## src/rtl/vga_pattern_gen.sv

```systemverilog
// Test-pattern source for the vga_controller pixel pipeline: five patterns, one registered cycle
// from pixel position to RGB, with a debounced button that selects the pattern at the next frame start.
module vga_pattern_gen #(
  parameter int H_BITS        = 11,
  parameter int V_BITS        = 10,
  parameter int H_ACTIVE      = 800,
  parameter int V_ACTIVE      = 600,
  parameter int COLOR_BITS    = 1,
  parameter int CHECK_LOG2    = 5,
  parameter int DEBOUNCE_BITS = 16,
  parameter int RESET_MODE    = 0
) (
  input  logic                  clk_px,
  input  logic                  i_rst_n,
  input  logic [H_BITS-1:0]     i_pos_h,
  input  logic [V_BITS-1:0]     i_pos_v,
  input  logic                  i_btn,
  output logic [COLOR_BITS-1:0] o_red,
  output logic [COLOR_BITS-1:0] o_green,
  output logic [COLOR_BITS-1:0] o_blue,
  output logic [2:0]            o_mode,
  output logic [7:0]            o_frame
);

  localparam int                     BAR_W    = H_ACTIVE / 8;
  localparam logic [H_BITS-1:0]      H_ACT    = H_BITS'(H_ACTIVE);
  localparam logic [H_BITS-1:0]      H_LAST   = H_BITS'(H_ACTIVE - 1);
  localparam logic [V_BITS-1:0]      V_ACT    = V_BITS'(V_ACTIVE);
  localparam logic [V_BITS-1:0]      V_LAST   = V_BITS'(V_ACTIVE - 1);
  localparam logic [H_BITS-1:0]      BAR_LAST = H_BITS'(BAR_W - 1);
  localparam logic [DEBOUNCE_BITS-1:0] DB_MAX = '1;
  localparam logic [2:0]             MODE_RST = 3'(RESET_MODE);

  logic                     r_btn_s1, r_btn_s2, r_btn_stable;
  logic [DEBOUNCE_BITS-1:0] r_db_cnt;
  logic [2:0]               r_pending, r_mode;
  logic [7:0]               r_frame;
  logic [H_BITS-1:0]        r_sub;
  logic [2:0]               r_bar;
  logic [COLOR_BITS-1:0]    r_red, r_green, r_blue;

  logic                     w_frame_start, w_db_diff, w_db_done, w_press;
  logic [2:0]               w_mode, w_pending_nx, w_bar_cur, w_rgb;
  logic [7:0]               w_frame;
  logic [H_BITS-1:0]        w_sub_cur, w_scroll;

  assign w_frame_start = (i_pos_h == '0) && (i_pos_v == '0);
  // The pixel on the frame-start cycle already shows the new mode and frame number.
  assign w_mode        = w_frame_start ? r_pending : r_mode;
  assign w_frame       = w_frame_start ? (r_frame + 8'd1) : r_frame;

  assign w_db_diff     = (r_btn_s2 != r_btn_stable);
  assign w_db_done     = w_db_diff && (r_db_cnt == DB_MAX);
  assign w_press       = w_db_done && r_btn_s2;
  assign w_pending_nx  = (r_pending == 3'd4) ? 3'd0 : (r_pending + 3'd1);

  // Bar position for the current pixel; h==0 restarts the line regardless of stored state.
  assign w_sub_cur     = (i_pos_h == '0) ? '0 : r_sub;
  assign w_bar_cur     = (i_pos_h == '0) ? 3'd0 : r_bar;
  assign w_scroll      = i_pos_h + H_BITS'(i_pos_v) + H_BITS'(w_frame);

  always_comb begin
    w_rgb = 3'b000;
    if (i_pos_h < H_ACT && i_pos_v < V_ACT) begin
      case (w_mode)
        3'd0: w_rgb = {i_pos_h[1:0] == 2'd0, i_pos_h[2:0] == 3'd0, i_pos_h[3:0] == 4'd0};
        3'd1: w_rgb = {(i_pos_h == '0) || (i_pos_h == H_LAST),
                       (i_pos_v == '0) || (i_pos_v == V_LAST), 1'b0};
        3'd2: w_rgb = 3'd7 - w_bar_cur;
        3'd3: w_rgb = {3{~(i_pos_h[CHECK_LOG2] ^ i_pos_v[CHECK_LOG2])}};
        3'd4: w_rgb = w_scroll[5:3];
        default: w_rgb = 3'b000;
      endcase
    end
  end

  always_ff @(posedge clk_px) begin
    if (!i_rst_n) begin
      r_btn_s1     <= 1'b0;
      r_btn_s2     <= 1'b0;
      r_btn_stable <= 1'b0;
      r_db_cnt     <= '0;
      r_pending    <= MODE_RST;
      r_mode       <= MODE_RST;
      r_frame      <= 8'd0;
      r_sub        <= '0;
      r_bar        <= 3'd0;
      r_red        <= '0;
      r_green      <= '0;
      r_blue       <= '0;
    end else begin
      r_btn_s1 <= i_btn;
      r_btn_s2 <= r_btn_s1;

      if (!w_db_diff) begin
        r_db_cnt <= '0;
      end else if (w_db_done) begin
        r_btn_stable <= r_btn_s2;
        r_db_cnt     <= '0;
      end else begin
        r_db_cnt <= r_db_cnt + 1'b1;
      end

      // A press coinciding with frame start lands in pending only; display picks it up next frame.
      if (w_press) r_pending <= w_pending_nx;

      if (w_frame_start) begin
        r_mode  <= r_pending;
        r_frame <= r_frame + 8'd1;
      end

      if (w_sub_cur == BAR_LAST) begin
        r_sub <= '0;
        r_bar <= (w_bar_cur == 3'd7) ? 3'd7 : (w_bar_cur + 3'd1);
      end else begin
        r_sub <= w_sub_cur + 1'b1;
        r_bar <= w_bar_cur;
      end

      r_red   <= {COLOR_BITS{w_rgb[2]}};
      r_green <= {COLOR_BITS{w_rgb[1]}};
      r_blue  <= {COLOR_BITS{w_rgb[0]}};
    end
  end

  assign o_red   = r_red;
  assign o_green = r_green;
  assign o_blue  = r_blue;
  assign o_mode  = r_mode;
  assign o_frame = r_frame;

endmodule

```

## config.mk

```make
export PLATFORM = sky130hd
export DESIGN_NAME = vga_pattern_gen
export DESIGN_NICKNAME = d
export VERILOG_FILES = /design/src/rtl/vga_pattern_gen.sv
export SDC_FILE = /design/constraint.sdc
export NUM_CORES = 1
export LEC_CHECK = 0
export CORE_AREA = 2 2 99 101
export CTS_CLUSTER_DIAMETER = 120
export CTS_CLUSTER_SIZE = 14
export DETAILED_ROUTE_END_ITERATION = 16
export DIE_AREA = 0 0 101 103
export PLACE_DENSITY = 0.59
export REMOVE_ABC_BUFFERS = 1
export SYNTH_ARGS = -nofsm -noshare
export SYNTH_HDL_FRONTEND = slang
export SYNTH_SLANG_ARGS = --single-unit
```

## constraint.sdc

```tcl
create_clock -name clk_px -period 5.6 [get_ports clk_px]
set_input_delay 0.84 -clock clk_px [delete_from_list [all_inputs] [get_ports clk_px]]
set_output_delay 0.84 -clock clk_px [all_outputs]
set_load 0.005 [all_outputs]
```

==> impl_summary.log <==
[metrics] run status: finished, final reports clean
[metrics] total via count in the routed design: approximately 2300
[metrics] fraction of final layout cells with drive strength greater than 1: around 6.6%
[metrics] Ys Warns: 0
[metrics] Clock Path Buffers: 2
[metrics] static power due to leakage: ~1.2 nW
[metrics] crit-path max cell delay: 0.50 ns
[metrics] most common flop cell mapped by yosys: dfxtp_1
[metrics] final worst path period share: about 77%
[metrics] number of synthesized flops with an enable pin: 0
[metrics] number of buffer and inverter instances along the worst setup path: 1
[metrics] number of I/O port buffers: 37
[metrics] DR iter-0 viols: ~110
[metrics] largest fanout on the critical path: 12
[metrics] largest net degree at the start of global routing: 20
[metrics] Routed wire per std cell: 13.9 um
[metrics] required arrival time at the worst endpoint: 5.84 ns
[metrics] Area Overhead vs Synth: 21.6%
[metrics] full die area: roughly 10000 um^2
[metrics] die boundary width: approximately 100 um
[metrics] remaining number of nets flagged by the antenna check after routing: 0
[metrics] worst path cell trace: clkdlybuf4s50_1, nor4_4, nand3_1, nor2_4, nand2_1, xnor2_1, fa_1, ha_1, a31o_2, o311ai_0, and3_1, o21ai_1, a21oi_1
[metrics] count of standard-cell rows: 36
[metrics] RSZ-0062 raised after global routing: false
[metrics] class of the worst hold path: flip-flop to flip-flop
[metrics] upper clock frequency limit: approximately 230 MHz
[metrics] Die Y-Extent: approximately 100 um
[metrics] Worst Skew: ~0.0050 ns
[metrics] Worst path slowest cell: clkdlybuf4s50_1
[metrics] ys async rst share: 0%
[metrics] cell type group with the largest total delay on the critical path: simple AND/OR/NAND/NOR gates
[metrics] number of global-route vias before repair: between 2000 and 2500
[metrics] Post-CTS Setup Inserts: 0
[metrics] global placer's final weighted congestion: 0.789
[metrics] clock period minus final worst setup slack: about 4.3 ns
[metrics] post-layout utilization of the core: a little over a third
[metrics] Crit Path Category: primary input to flip-flop
[metrics] Startpoint Class: primary input
[metrics] count of unique library cells instantiated by Yosys: between 40 and 50
[metrics] register area share after synthesis: between 30 and 40%
[metrics] transition time of the tightest slew-check pin: just over 0.6 ns
[metrics] flip-flop and latch count after synthesis: 50
[metrics] Finish-stage setup viols: 0
[metrics] TritonCTS clock tree: yes
[metrics] CTS clock-pin slew for the worst setup and hold paths: roughly 0.1 ns
[metrics] sinks on the clock net: 50
[metrics] synthesized netlist cell count: between 300 and 400
[metrics] Hold-fix buffers, CTS: 0
[metrics] max_cap viols: 0
[metrics] total power per unit cell area: slightly below 200 nW/um^2
[metrics] count of boundary I/O pins: 38
[metrics] root buffer cell: clkbuf_8
[metrics] H-tree level count: 2
[metrics] worst vdd rail ir drop: 0.0909 mV
[metrics] wire length of the first global-routing pass: around 11000 um
[metrics] number of iterations in the first detailed-routing pass: 4
[metrics] post-route setup TNS: 0 ns
[metrics] signal arrival time at the worst endpoint: ~4.6 ns
[metrics] number of antenna cells inserted: 0
[metrics] routed wire length: between 6000 and 7000 um
[metrics] clock latency reported for the late side of the worst-skew pair: 0.31 ns
[metrics] number of vias per cell after detailed routing: between 4 and 5
[metrics] placeable core area: 9460 um^2
[metrics] net count of the finished layout: 387
[metrics] Overflow after GRT: 0
[metrics] number of antenna violations at the first check in global routing: 0
[metrics] Slew Viols, Final: 0
[metrics] sort of element at the end of the critical path: flip-flop
[metrics] synthesized area: 2720 um^2
[metrics] Max transition margin: roughly 59%
[metrics] Resized Gates After CTS: 0
[metrics] Fin. Hold Viols: 0
[metrics] DRC violation count after routing: 0
[metrics] HPWL after detailed placement: 4880 um
[metrics] Inserted Clock Buffers: 5
[metrics] global routing usage summed across all routing layers: between 10% and 20%
[metrics] Starting Density: 28.7%
[metrics] Post-Syn Area per Cell: ~9 um^2
[cell usage after synthesis (2+ instances only)]
| library cell | number | area share (%) |
|---|---|---|
| xor2_1 | 14 | 4.5 |
| nor2_1 | 44 | 6.1 |
| nor4_1 | 4 | 0.92 |
| buf_2 | 2 | 0.37 |
| mux2_2 | 3 | 1.2 |
| nor3_1 | 6 | 1.1 |
| mux2_1 | 3 | 1.2 |
| and2_1 | 10 | 2.3 |
| a21oi_1 | 14 | 2.6 |
| or3_1 | 2 | 0.46 |
| nand4_2 | 2 | 0.92 |
| a211oi_1 | 4 | 1.1 |
| nand4_1 | 9 | 2.1 |
| nand3_1 | 19 | 3.5 |
| ha_1 | 10 | 4.6 |
| a211o_1 | 2 | 0.65 |
| dfxtp_1 | 50 | 37 |
| o21ai_0 | 5 | 0.92 |
| clkbuf_1 | 3 | 0.41 |
| nand2b_1 | 2 | 0.46 |
| fa_1 | 4 | 2.9 |
| xnor2_1 | 18 | 5.8 |
| inv_1 | 15 | 2.1 |
| nand4b_1 | 2 | 0.65 |
| and3_1 | 12 | 2.8 |
| nand2_1 | 25 | 3.5 |
| o21ai_1 | 4 | 0.74 |
| nor4_2 | 2 | 0.92 |
| nor4_4 | 3 | 2.4 |
| o311ai_0 | 2 | 0.65 |
[worst paths after layout]
check | startpoint | to | slack [ns] | depth (start not counted)
setup reg to reg | o_frame[0]$_SDFF_PN0_ | o_red$_SDFF_PN0_ | 2.61 | 10
setup / recovery | i_pos_v[3] | o_red$_SDFF_PN0_ | 1.28 | 13
hold reg to reg | r_btn_s1$_SDFF_PN0_ | r_btn_s2$_SDFF_PN0_ | 0.45 | 1
hold / removal | r_btn_s1$_SDFF_PN0_ | r_btn_s2$_SDFF_PN0_ | 0.45 | 1
[per-stage QoR]
step | instances | hold slack, ns | worst slack [ns] | area [um^2] | power [W]
global placement | 456 | 0.417 | 1.04 | 3200 | 0.000434
global route | 464 | 0.491 | 0.971 | 3300 | 0.000689
detailed placement | 456 | 0.441 | 0.978 | 3200 | 0.000435
CTS | 464 | 0.463 | 1.29 | 3300 | 0.000666
floorplan | 304 | 0.412 | 1.70 | 2680 | 0.000399
finish | 464 | 0.453 | 1.28 | 3300 | 0.000655
[layer usage]
| metal | global-route usage, % | share of wire, % | up-vias | routed length (um) |
|---|---|---|---|---|
| met1 | 17.2 | 47 | 1086 | 3020 |
| met3 | 2.17 | 2.6 | 4 | 165 |
| li1 | - | - | 1157 | - |
| met5 | 0 | 0 | - | 0 |
| met2 | 23.3 | 49 | 27 | 3170 |
| met4 | 4.68 | 1.1 | 0 | 69 |
[worst register-to-register path: stages (launching register included)]
cell and delay (ns):
dfxtp_1 0.51, ha_1 0.25, nand2_1 0.08, xnor2_1 0.21
fa_1 0.45, ha_1 0.34, a31o_2 0.28, o311ai_0 0.36
and3_1 0.23, o21ai_1 0.06, a21oi_1 0.16
[cells by family after synthesis]
group | after synthesis | share of synthesized area (%)
simple gates | 148 | 29.9
buf+inv | 21 | 3.27
flops | 50 | 36.9
xor+xnor | 33 | 11.2
mux | 6 | 2.49
fa+ha+maj | 14 | 7.56
compound gates | 38 | 8.80
[registers in the layout, indices dropped and copies added, names as in the netlist]
name	cells
r_db_cnt	16
r_sub	11
o_frame	8
o_mode	3
r_bar	3
r_pending	3
o_blue	1
o_green	1
o_red	1
r_btn_s1	1
r_btn_s2	1
r_btn_stable	1
[where the power goes]
| group | total [W] | switching (W) | internal, W |
|---|---|---|---|
| registers | 0.000361 | 0.00000294 | 0.000358 |
| clock network | 0.000228 | 0.000135 | 0.0000937 |
| logic | 0.0000657 | 0.0000339 | 0.0000318 |
[cell usage in the layout, fill, tap and decap left out, types with 2 or more instances in the layout]
cell type / count
nor3_1: 6
nand3_1: 19
and2_1: 10
inv_1: 15
fa_1: 4
mux2_2: 3
nand2b_1: 2
or3_1: 2
o21ai_1: 4
nand2_1: 25
nor4_2: 2
dfxtp_1: 50
o311ai_0: 2
xor2_1: 14
a21oi_1: 14
nand4_2: 2
ha_1: 10
nor4_1: 4
mux2_1: 3
clkbuf_8: 5
a211o_1: 2
nand4_1: 9
clkdlybuf4s50_1: 37
xnor2_1: 18
nor2_1: 44
o21ai_0: 5
and3_1: 12
a211oi_1: 4
nand4b_1: 2
nor4_4: 3
[layout make-up]
type / instances / area [um^2]
fillers: 990 / 6160
clock buffers: 5 / 68.8
clock inverters: 3 / 28.8
well taps: 114 / 143
inverters: 15 / 56.3
flip-flops and latches: 50 / 1000
multi-input cells: 239 / 1630
repair buffers: 38 / 378
Power figures use the tool's default switching activity.
